### config.mk
export PLATFORM = sky130hd
export DESIGN_NAME = eu_loadstore_arbiter
export DESIGN_NICKNAME = d
export VERILOG_FILES = /design/src/rtl/vliw_ls_pkg.sv /design/src/rtl/rr_arbiter.sv /design/src/rtl/eu_loadstore_arbiter.sv
export SDC_FILE = /design/constraint.sdc
export NUM_CORES = 1
export LEC_CHECK = 0
export CELL_PAD_IN_SITES_DETAIL_PLACEMENT = 0
export CELL_PAD_IN_SITES_GLOBAL_PLACEMENT = 2
export CORE_ASPECT_RATIO = 0.6
export CORE_MARGIN = 5
export CORE_UTILIZATION = 24
export CTS_BUF_LIST = sky130_fd_sc_hd__clkbuf_8
export CTS_CLUSTER_SIZE = 8
export DETAILED_ROUTE_END_ITERATION = 8
export PLACE_DENSITY = 0.95
export REMOVE_ABC_BUFFERS = 1
export SYNTH_ARGS = -nofsm -noshare
export SYNTH_HDL_FRONTEND = slang
export SYNTH_SLANG_ARGS = --single-unit
### constraint.sdc
create_clock -name wb_clk_i -period 4.1 [get_ports wb_clk_i]
set_clock_uncertainty 0.05 [all_clocks]
set_input_delay 0.82 -clock wb_clk_i [delete_from_list [all_inputs] [get_ports wb_clk_i]]
set_output_delay 0.82 -clock wb_clk_i [all_outputs]
set_load 0.05 [all_outputs]
### src/rtl/vliw_ls_pkg.sv
// Shared types and helpers for the EU load/store arbiter.
package vliw_ls_pkg;

    typedef enum logic [1:0] {
        LS_BYTE = 2'd0,
        LS_HALF = 2'd1,
        LS_WORD = 2'd2
    } ls_size_t;

    typedef enum logic [1:0] {
        ARB_IDLE = 2'd0,
        ARB_BUS  = 2'd1,
        ARB_RESP = 2'd2
    } arb_state_t;

    // Right-aligned load data extended to 32 bits; size 3 behaves as word.
    function automatic logic [31:0] ls_extend(input logic [31:0] data,
                                              input logic [1:0]  size,
                                              input logic        sext);
        logic [31:0] r;
        case (size)
            LS_BYTE: r = {{24{sext & data[7]}}, data[7:0]};
            LS_HALF: r = {{16{sext & data[15]}}, data[15:0]};
            default: r = data;
        endcase
        return r;
    endfunction

    // Store data with bits above the transfer size forced to zero.
    function automatic logic [31:0] ls_mask(input logic [31:0] data,
                                            input logic [1:0]  size);
        logic [31:0] r;
        case (size)
            LS_BYTE: r = {24'b0, data[7:0]};
            LS_HALF: r = {16'b0, data[15:0]};
            default: r = data;
        endcase
        return r;
    endfunction

endpackage

### src/rtl/rr_arbiter.sv
// Combinational round-robin pick: one-hot grant of the first active
// requester at or after ptr, wrapping past NUM_REQ-1 back to 0.
module rr_arbiter #(
    parameter int NUM_REQ = 3,
    parameter int PTR_W   = 2
) (
    input  logic [NUM_REQ-1:0] req,
    input  logic [PTR_W-1:0]   ptr,
    output logic [NUM_REQ-1:0] grant
);

    logic found;
    int   idx;

    // Walk the requesters starting at the pointer, keep the first hit.
    always_comb begin
        grant = '0;
        found = 1'b0;
        idx   = 0;
        for (int k = 0; k < NUM_REQ; k++) begin
            idx = int'(ptr) + k;
            if (idx >= NUM_REQ) idx = idx - NUM_REQ;
            if (!found && req[idx]) begin
                grant[idx] = 1'b1;
                found      = 1'b1;
            end
        end
    end

endmodule

### src/rtl/eu_loadstore_arbiter.sv
// Shares one memory data port between the EU load/store outputs.
// Round-robin grant, one transaction in flight, request fields latched at
// grant, load data extended per size and returned with the dest index.
// Optional build macro ARB_TIMEOUT_EN adds a bus wait limit and the err port.
module eu_loadstore_arbiter
    import vliw_ls_pkg::*;
#(
    parameter int NUM_REQ        = 3,
    parameter int ADDR_W         = 32,
    parameter int IDX_W          = 6,
    parameter int TIMEOUT_CYCLES = 255
) (
    input  logic                             wb_clk_i,
    input  logic                             rst_n,
    input  logic [NUM_REQ-1:0]               req,
    input  logic [NUM_REQ-1:0]               req_we,
    input  logic [NUM_REQ-1:0][ADDR_W-1:0]   req_addr,
    input  logic [NUM_REQ-1:0][1:0]          req_size,
    input  logic [NUM_REQ-1:0]               req_sext,
    input  logic [NUM_REQ-1:0][31:0]         req_wdata,
    input  logic [NUM_REQ-1:0][IDX_W-1:0]    req_dest,
    output logic [NUM_REQ-1:0]               done,
    output logic [31:0]                      rd_data,
    output logic [IDX_W-1:0]                 rd_dest,
    output logic                             rd_wen,
    output logic                             mem_req,
    output logic                             mem_we,
    output logic [ADDR_W-1:0]                mem_addr,
    output logic [1:0]                       mem_size,
    output logic [31:0]                      mem_wdata,
    input  logic                             mem_ready,
    input  logic [31:0]                      mem_rdata,
    output logic                             busy
`ifdef ARB_TIMEOUT_EN
    ,
    output logic                             err
`endif
);

    localparam int PTR_W = (NUM_REQ > 1) ? $clog2(NUM_REQ) : 1;

    typedef struct packed {
        logic              we;
        logic [ADDR_W-1:0] addr;
        logic [1:0]        size;
        logic              sext;
        logic [31:0]       wdata;
        logic [IDX_W-1:0]  dest;
    } ls_req_t;

    arb_state_t         state, state_nxt;
    logic [PTR_W-1:0]   ptr;
    logic [NUM_REQ-1:0] grant, gnt_q;
    logic [PTR_W-1:0]   gnt_idx, gnt_idx_q;
    ls_req_t            sel, lreq;
    logic [31:0]        rdata_q;
    logic               err_q;
    logic               bus_ok;
    logic               bus_tmo;

`ifdef ARB_TIMEOUT_EN
    localparam logic [7:0] TMO_LAST = 8'(TIMEOUT_CYCLES - 1);
    logic [7:0] wait_cnt;
`endif

    rr_arbiter #(
        .NUM_REQ (NUM_REQ),
        .PTR_W   (PTR_W)
    ) u_rr (
        .req   (req),
        .ptr   (ptr),
        .grant (grant)
    );

    // Mux the granted requester's fields; store data is masked here so the
    // latched copy is already bus-ready.
    always_comb begin
        sel     = '0;
        gnt_idx = '0;
        for (int i = 0; i < NUM_REQ; i++) begin
            if (grant[i]) begin
                gnt_idx    = PTR_W'(i);
                sel.we     = req_we[i];
                sel.addr   = req_addr[i];
                sel.size   = req_size[i];
                sel.sext   = req_sext[i];
                sel.wdata  = ls_mask(req_wdata[i], req_size[i]);
                sel.dest   = req_dest[i];
            end
        end
    end

    // State register.
    always_ff @(posedge wb_clk_i or negedge rst_n) begin
        if (!rst_n) state <= ARB_IDLE;
        else        state <= state_nxt;
    end

    // Next-state: a response always takes one RESP cycle before re-arbitrating.
    always_comb begin
        state_nxt = state;
        bus_ok    = 1'b0;
        bus_tmo   = 1'b0;
        case (state)
            ARB_IDLE: if (|req) state_nxt = ARB_BUS;
            ARB_BUS: begin
                if (mem_ready) begin
                    bus_ok    = 1'b1;
                    state_nxt = ARB_RESP;
                end
`ifdef ARB_TIMEOUT_EN
                else if (wait_cnt == TMO_LAST) begin
                    bus_tmo   = 1'b1;
                    state_nxt = ARB_RESP;
                end
`endif
            end
            ARB_RESP: state_nxt = ARB_IDLE;
            default:  state_nxt = ARB_IDLE;
        endcase
    end

    // Latch the grant in IDLE, capture the response in BUS, advance the
    // round-robin pointer past the winner in RESP.
    always_ff @(posedge wb_clk_i or negedge rst_n) begin
        if (!rst_n) begin
            ptr       <= '0;
            gnt_q     <= '0;
            gnt_idx_q <= '0;
            lreq      <= '0;
            rdata_q   <= '0;
            err_q     <= 1'b0;
        end else begin
            case (state)
                ARB_IDLE: if (|req) begin
                    gnt_q     <= grant;
                    gnt_idx_q <= gnt_idx;
                    lreq      <= sel;
                end
                ARB_BUS: begin
                    if (bus_ok) begin
                        rdata_q <= lreq.we ? 32'b0 : ls_extend(mem_rdata, lreq.size, lreq.sext);
                        err_q   <= 1'b0;
                    end else if (bus_tmo) begin
                        rdata_q <= 32'b0;
                        err_q   <= 1'b1;
                    end
                end
                ARB_RESP: ptr <= (gnt_idx_q == PTR_W'(NUM_REQ - 1)) ? '0 : gnt_idx_q + 1'b1;
                default: ;
            endcase
        end
    end

`ifdef ARB_TIMEOUT_EN
    // Bus wait counter: zero on BUS entry, counts every BUS cycle.
    always_ff @(posedge wb_clk_i or negedge rst_n) begin
        if (!rst_n)                 wait_cnt <= '0;
        else if (state == ARB_BUS)  wait_cnt <= wait_cnt + 8'd1;
        else                        wait_cnt <= '0;
    end

    assign err = (state == ARB_RESP) & err_q;
`endif

    // Outputs decode from state so an async reset zeroes them at once.
    always_comb begin
        busy      = (state != ARB_IDLE);
        mem_req   = (state == ARB_BUS);
        mem_we    = mem_req & lreq.we;
        mem_addr  = mem_req ? lreq.addr : '0;
        mem_size  = mem_req ? lreq.size : 2'b0;
        mem_wdata = mem_we ? lreq.wdata : 32'b0;
        done      = (state == ARB_RESP) ? gnt_q : '0;
        rd_data   = (state == ARB_RESP) ? rdata_q : 32'b0;
        rd_dest   = (state == ARB_RESP) ? lreq.dest : '0;
        rd_wen    = (state == ARB_RESP) & ~lreq.we & ~err_q;
    end

endmodule

# After elaboration in Yosys (flattened, before gate mapping)
# Index checks and enable logic that the tools add are counted.
# word_totals
elab_cells,104
register_bits,115
output_inout_bits,111
in_bits,260
# classes
mux,45
eq_ne,9
addsub,6
bitwise_logic,7
reduce_logical,17
n_lt_le_gt_ge,9
# op_table
operator,n
one-hot mux 32 bit (2 select lines),4
two-way mux 32 bit,7
two-way mux 74 bit,3
">= comparator 32 x 1 -> 1 bit, second input constant",3
"< comparator 32 x 4 -> 1 bit, second input constant",3
">= comparator 32 x 3 -> 1 bit, second input constant",2
"subtractor 32 x 3 -> 32 bit, second input constant",2
two-way mux 1 bit,14
two-way mux 3 bit,4
"== test 2 x 1 -> 1 bit, second input constant",5
logical NOT 2 bit,5
two-way mux 2 bit,5
binary-select mux 1 bit (select 2 bit),3
demux 1 bit (select 2 bit),3
two-way mux 6 bit,1
OR 3 bit,2
AND reduction 2 bit,3
logical AND 1 bit,5
AND 1 bit,4
"== test 2 bit, second input constant",2
one-hot mux 2 bit (2 select lines),1
"adder 2 x 1 -> 3 bit, second input constant",1
"adder 2 x 2 -> 3 bit, second input constant",1
OR reduction 3 bit,1
8 further kinds,9

# Longest topological paths before layout
# depth
ltp_word,15
mapped_depth,11

# Hierarchy
# From an unflattened synthesis, not the netlist that was laid out.
# hier_totals
hier_cells,808
area_unflattened_um2,7188.1
# modules_own_cells
mod,cells_each,n_inst,seq_area_each_um2,area_per_inst_um2
eu_loadstore_arbiter,773,1,2852.7,6922.9
rr_arbiter,35,1,0.0,265.3

# Least setup slack after synthesis
# No wires, ideal clock.
# synth_timing
path_kind,register -> output
start,register state[1]
end,output port mem_addr[24]
stages_incl_launch_ff,5
path_buffers,2
required_ps,3230
slack_ps,1445
arrival_time_ps,1785
cell_sequence,dfrtp_1 nor2b_1 clkbuf_1 clkbuf_1 and2_1
# synth_via
elab_chain_len,2
# synth_lines
item,line,source
start: declaration,eu_loadstore_arbiter.sv:51,"arb_state_t state, state_nxt;"
start signal: assignment,eu_loadstore_arbiter.sv:96,else state <= state_nxt;
== test 2 x 1 -> 1 bit,eu_loadstore_arbiter.sv:169,mem_req = (state == ARB_BUS);
via mem_req,eu_loadstore_arbiter.sv:26,"output logic mem_req,"
two-way mux 32 bit,eu_loadstore_arbiter.sv:171,mem_addr = mem_req ? lreq.addr : '0;
end: declaration,eu_loadstore_arbiter.sv:28,"output logic [ADDR_W-1:0] mem_addr,"
# The timed path passes the listed nets, and every way through them passes these cells.

# Worst setup path in the final report
# layout_timing
start,register state[0]
end,output port mem_wdata[29]
# layout_via
elab_chain_len,3
# layout_lines
item,line,source
== test 2 x 1 -> 1 bit,eu_loadstore_arbiter.sv:169,
AND 1 bit,eu_loadstore_arbiter.sv:170,mem_we = mem_req & lreq.we;
two-way mux 32 bit,eu_loadstore_arbiter.sv:173,mem_wdata = mem_we ? lreq.wdata : 32'b0;
end: declaration,eu_loadstore_arbiter.sv:30,"output logic [31:0] mem_wdata,"
# Every way passes these cells.

==> impl_metrics.ini <==
[sta]
hold_viol = 0
slew_viol_final = 0
setup_viol = 0
setup_ws_ns = 0.437
min_period_ns = 3.66
finalCritPeriodShare = 0.894
max_freq_mhz = 273
rsz0062_at_grt = false
worst_pin_slew_ns = 1.15
slew_headroom = 0.231

[cts]
clock_path_buffers = 2
clk_latency_ns = 0.46
cts_setup_buffers = 0
cts-root-buf = clkbuf_8
clk_pin_slew_ns = 0.07
h-tree-depth = 4
hold_buffers = 0
postCtsResizedCells = 0
numCtsBuffers = 17
cts_tree = built
cts_sinks = 114

[critical_path]
cp_max_fo = 25
arrival_ns = 2.79
worst_setup_path_start_kind = register
crit_type = reg2out
required_ns = 3.23
cp-end-kind = output pin

[finish]
final_util = 0.407
fill_cells = 2763
fin_nets = 1335
final_cell_mix = 369 x clkdlybuf4s50_1, 114 x dfrtp_1, 82 x and2_1, 82 x nand2_1, 59 x a21oi_1
antennaDiodeCount = 0
drive_gt1_frac = 0.0627
layout_commonest_cell = clkdlybuf4s50_1
area_growth_pct = 67.4

[grt]
grt_pass1_vias = 7371
grt_overflow = 0
gr-usage-all-layers = 0.182
antenna_found_initial = 0
grt_pass1_wl_um = 44800
grt_max_degree = 69

[synthesis]
ys_ff_latch = 114
yosysTopAreaCellShare = 0.426
ys_top_cells_by_area = dfrtp_1 43%, and2_1 7.7%, o2bb2a_1 7.3%
syn_inst = 735
yosysSeqAreaShare = 0.426
synth_largest_area_cell = dfrtp_1
syn_area_mm2 = 0.00669
syn_avg_cell_area_um2 = 9.11
yosysUniqueCellTypes = 44
ys.warnings.count = 0

[routing]
avgRoutedWirePerCell_um = 20.5
routed_wl_um = 29800
vias = 7279
antenna_left = 0
drt_iter0_markers = 378
drc = 0
first_pass_iters = 4
avgViaCountPerCell = 5.02

[job]
maxCapViolCount = 0

[floorplanning]
ios = 371
die_width_um = 226
die-area_mm2 = 0.0314
core_mm2 = 0.0275
start_util = 0.243
die_height_um = 139
num_rows = 47

[placed_design]
place_ws_ns = 0.244
gp_congestion = 0.807
port_buffers = 370
hpwl_um = 22200

[worst_hold_path]
worst_hold_path_type = in2async

[power_and_ir_drop]
pwr_density_cell_mw_per_mm2 = 744
p_leak_nw = 4.61
ir_drop_v = 0.000288

[outcome]
status = finished clean
## report_power, final
| part | switching, mW | internal, mW | total [mW] | leakage (nW) |
|---|---|---|---|---|
| sequential | 0.319 | 1.65 | 1.97 | 1.41 |
| combinational | 3.19 | 1.99 | 5.18 | 2.97 |
| clock | 0.509 | 0.684 | 1.19 | 0.229 |
## through the flow
stage	setup TNS [ns]	total power [mW]	std cells	hold slack [ns]	area (um2)
2_1_floorplan	-52.52	5.16	662	0.392	6390
3_3_place_gp	0	7.11	1419	0.405	10800
3_5_place_dp	0	7.18	1419	0.414	10800
4_1_cts	0	8.41	1451	0.342	11200
5_1_grt	0	8.88	1451	0.377	11200
6_report	0	8.34	1451	0.347	11200
## cell families (layout without fill, tap and decap cells)
| logic type | after synthesis | count (layout) | synth area share |
|---|---|---|---|
| and+or+nand+nor | 269 | 269 | 0.215 |
| muxes | 6 | 6 | 0.0112 |
| DFF | 114 | 114 | 0.426 |
| adders and majority gates | 4 | 4 | 0.00748 |
| AOI/OAI and AO/OA | 262 | 262 | 0.292 |
| buffers and inverters | 80 | 429 | 0.0486 |
## flip-flops by register name (all words and copies together) (netlist names)
signal,count
state,2
rdata_q,32
gnt_idx_q,1
lreq,74
gnt_q,3
ptr,2
## final cells by class
class / instances / area, um2 / share of cell area
Sequential cell: 114 / 2850 / 0.255
Timing Repair Buffer: 390 / 3880 / 0.346
Multi-Input combinational cell: 541 / 3560 / 0.318
Clock buffer: 19 / 262 / 0.0233
Tap cell: 367 / 459 / 0.0410
Clock inverter: 13 / 168 / 0.0150
Inverter: 7 / 26.3 / 0.00234
## routing by layer
layer	track usage	share of wire	up-vias
met1	0.251	0.46	3602
li1	-	-	3362
met3	0.0636	0.082	25
met4	0.0385	0.012	0
met5	0	0	-
met2	0.278	0.45	290
## cell usage after synthesis, drive strengths merged
library cell and number:
mux2 2, and3 33, o21ai 23, a21oi 60
nor2 17, or3b 1, a221o 15, and4bb 1
a21o 4, nor3 2, nor2b 4, nand4 1
and2b 1, and2 82, ha 4, o221ai 1
or3 8, nand3 3, o22ai 51, buf 6
o2bb2a 49, nand2 83, a22o 34, a31o 2
nand2b 26, a31oi 2, a211oi 1, mux2i 4
clkbuf 67, or2 5, inv 7, dfrtp 114
o31ai 2, a2111oi 1, nand3b 2, a222oi 1
a221oi 16
## worst max-delay path, cell delays in order, from the launching register on
cell and delay [ns]:
dfrtp_1 0.39, nor2b_4 0.59, buf_4 0.33, and3_1 0.20, clkdlybuf4s50_1 0.81
## worst paths after layout
kind	cells after the start	slack, ns	from	end
setup / recovery	4	0.44	state[0]	mem_wdata[29]
hold reg to reg	2	0.43	rdata_q[0]	rdata_q[0]
setup reg to reg	10	0.94	ptr[1]	lreq[18]
min in group wb_clk_i	2	0.43	rdata_q[0]	rdata_q[0]
max in group asynchronous	2	2.81	rst_n	lreq[46]
hold / removal	1	0.35	rst_n	rdata_q[3]
(Power assumes the default switching activity.)
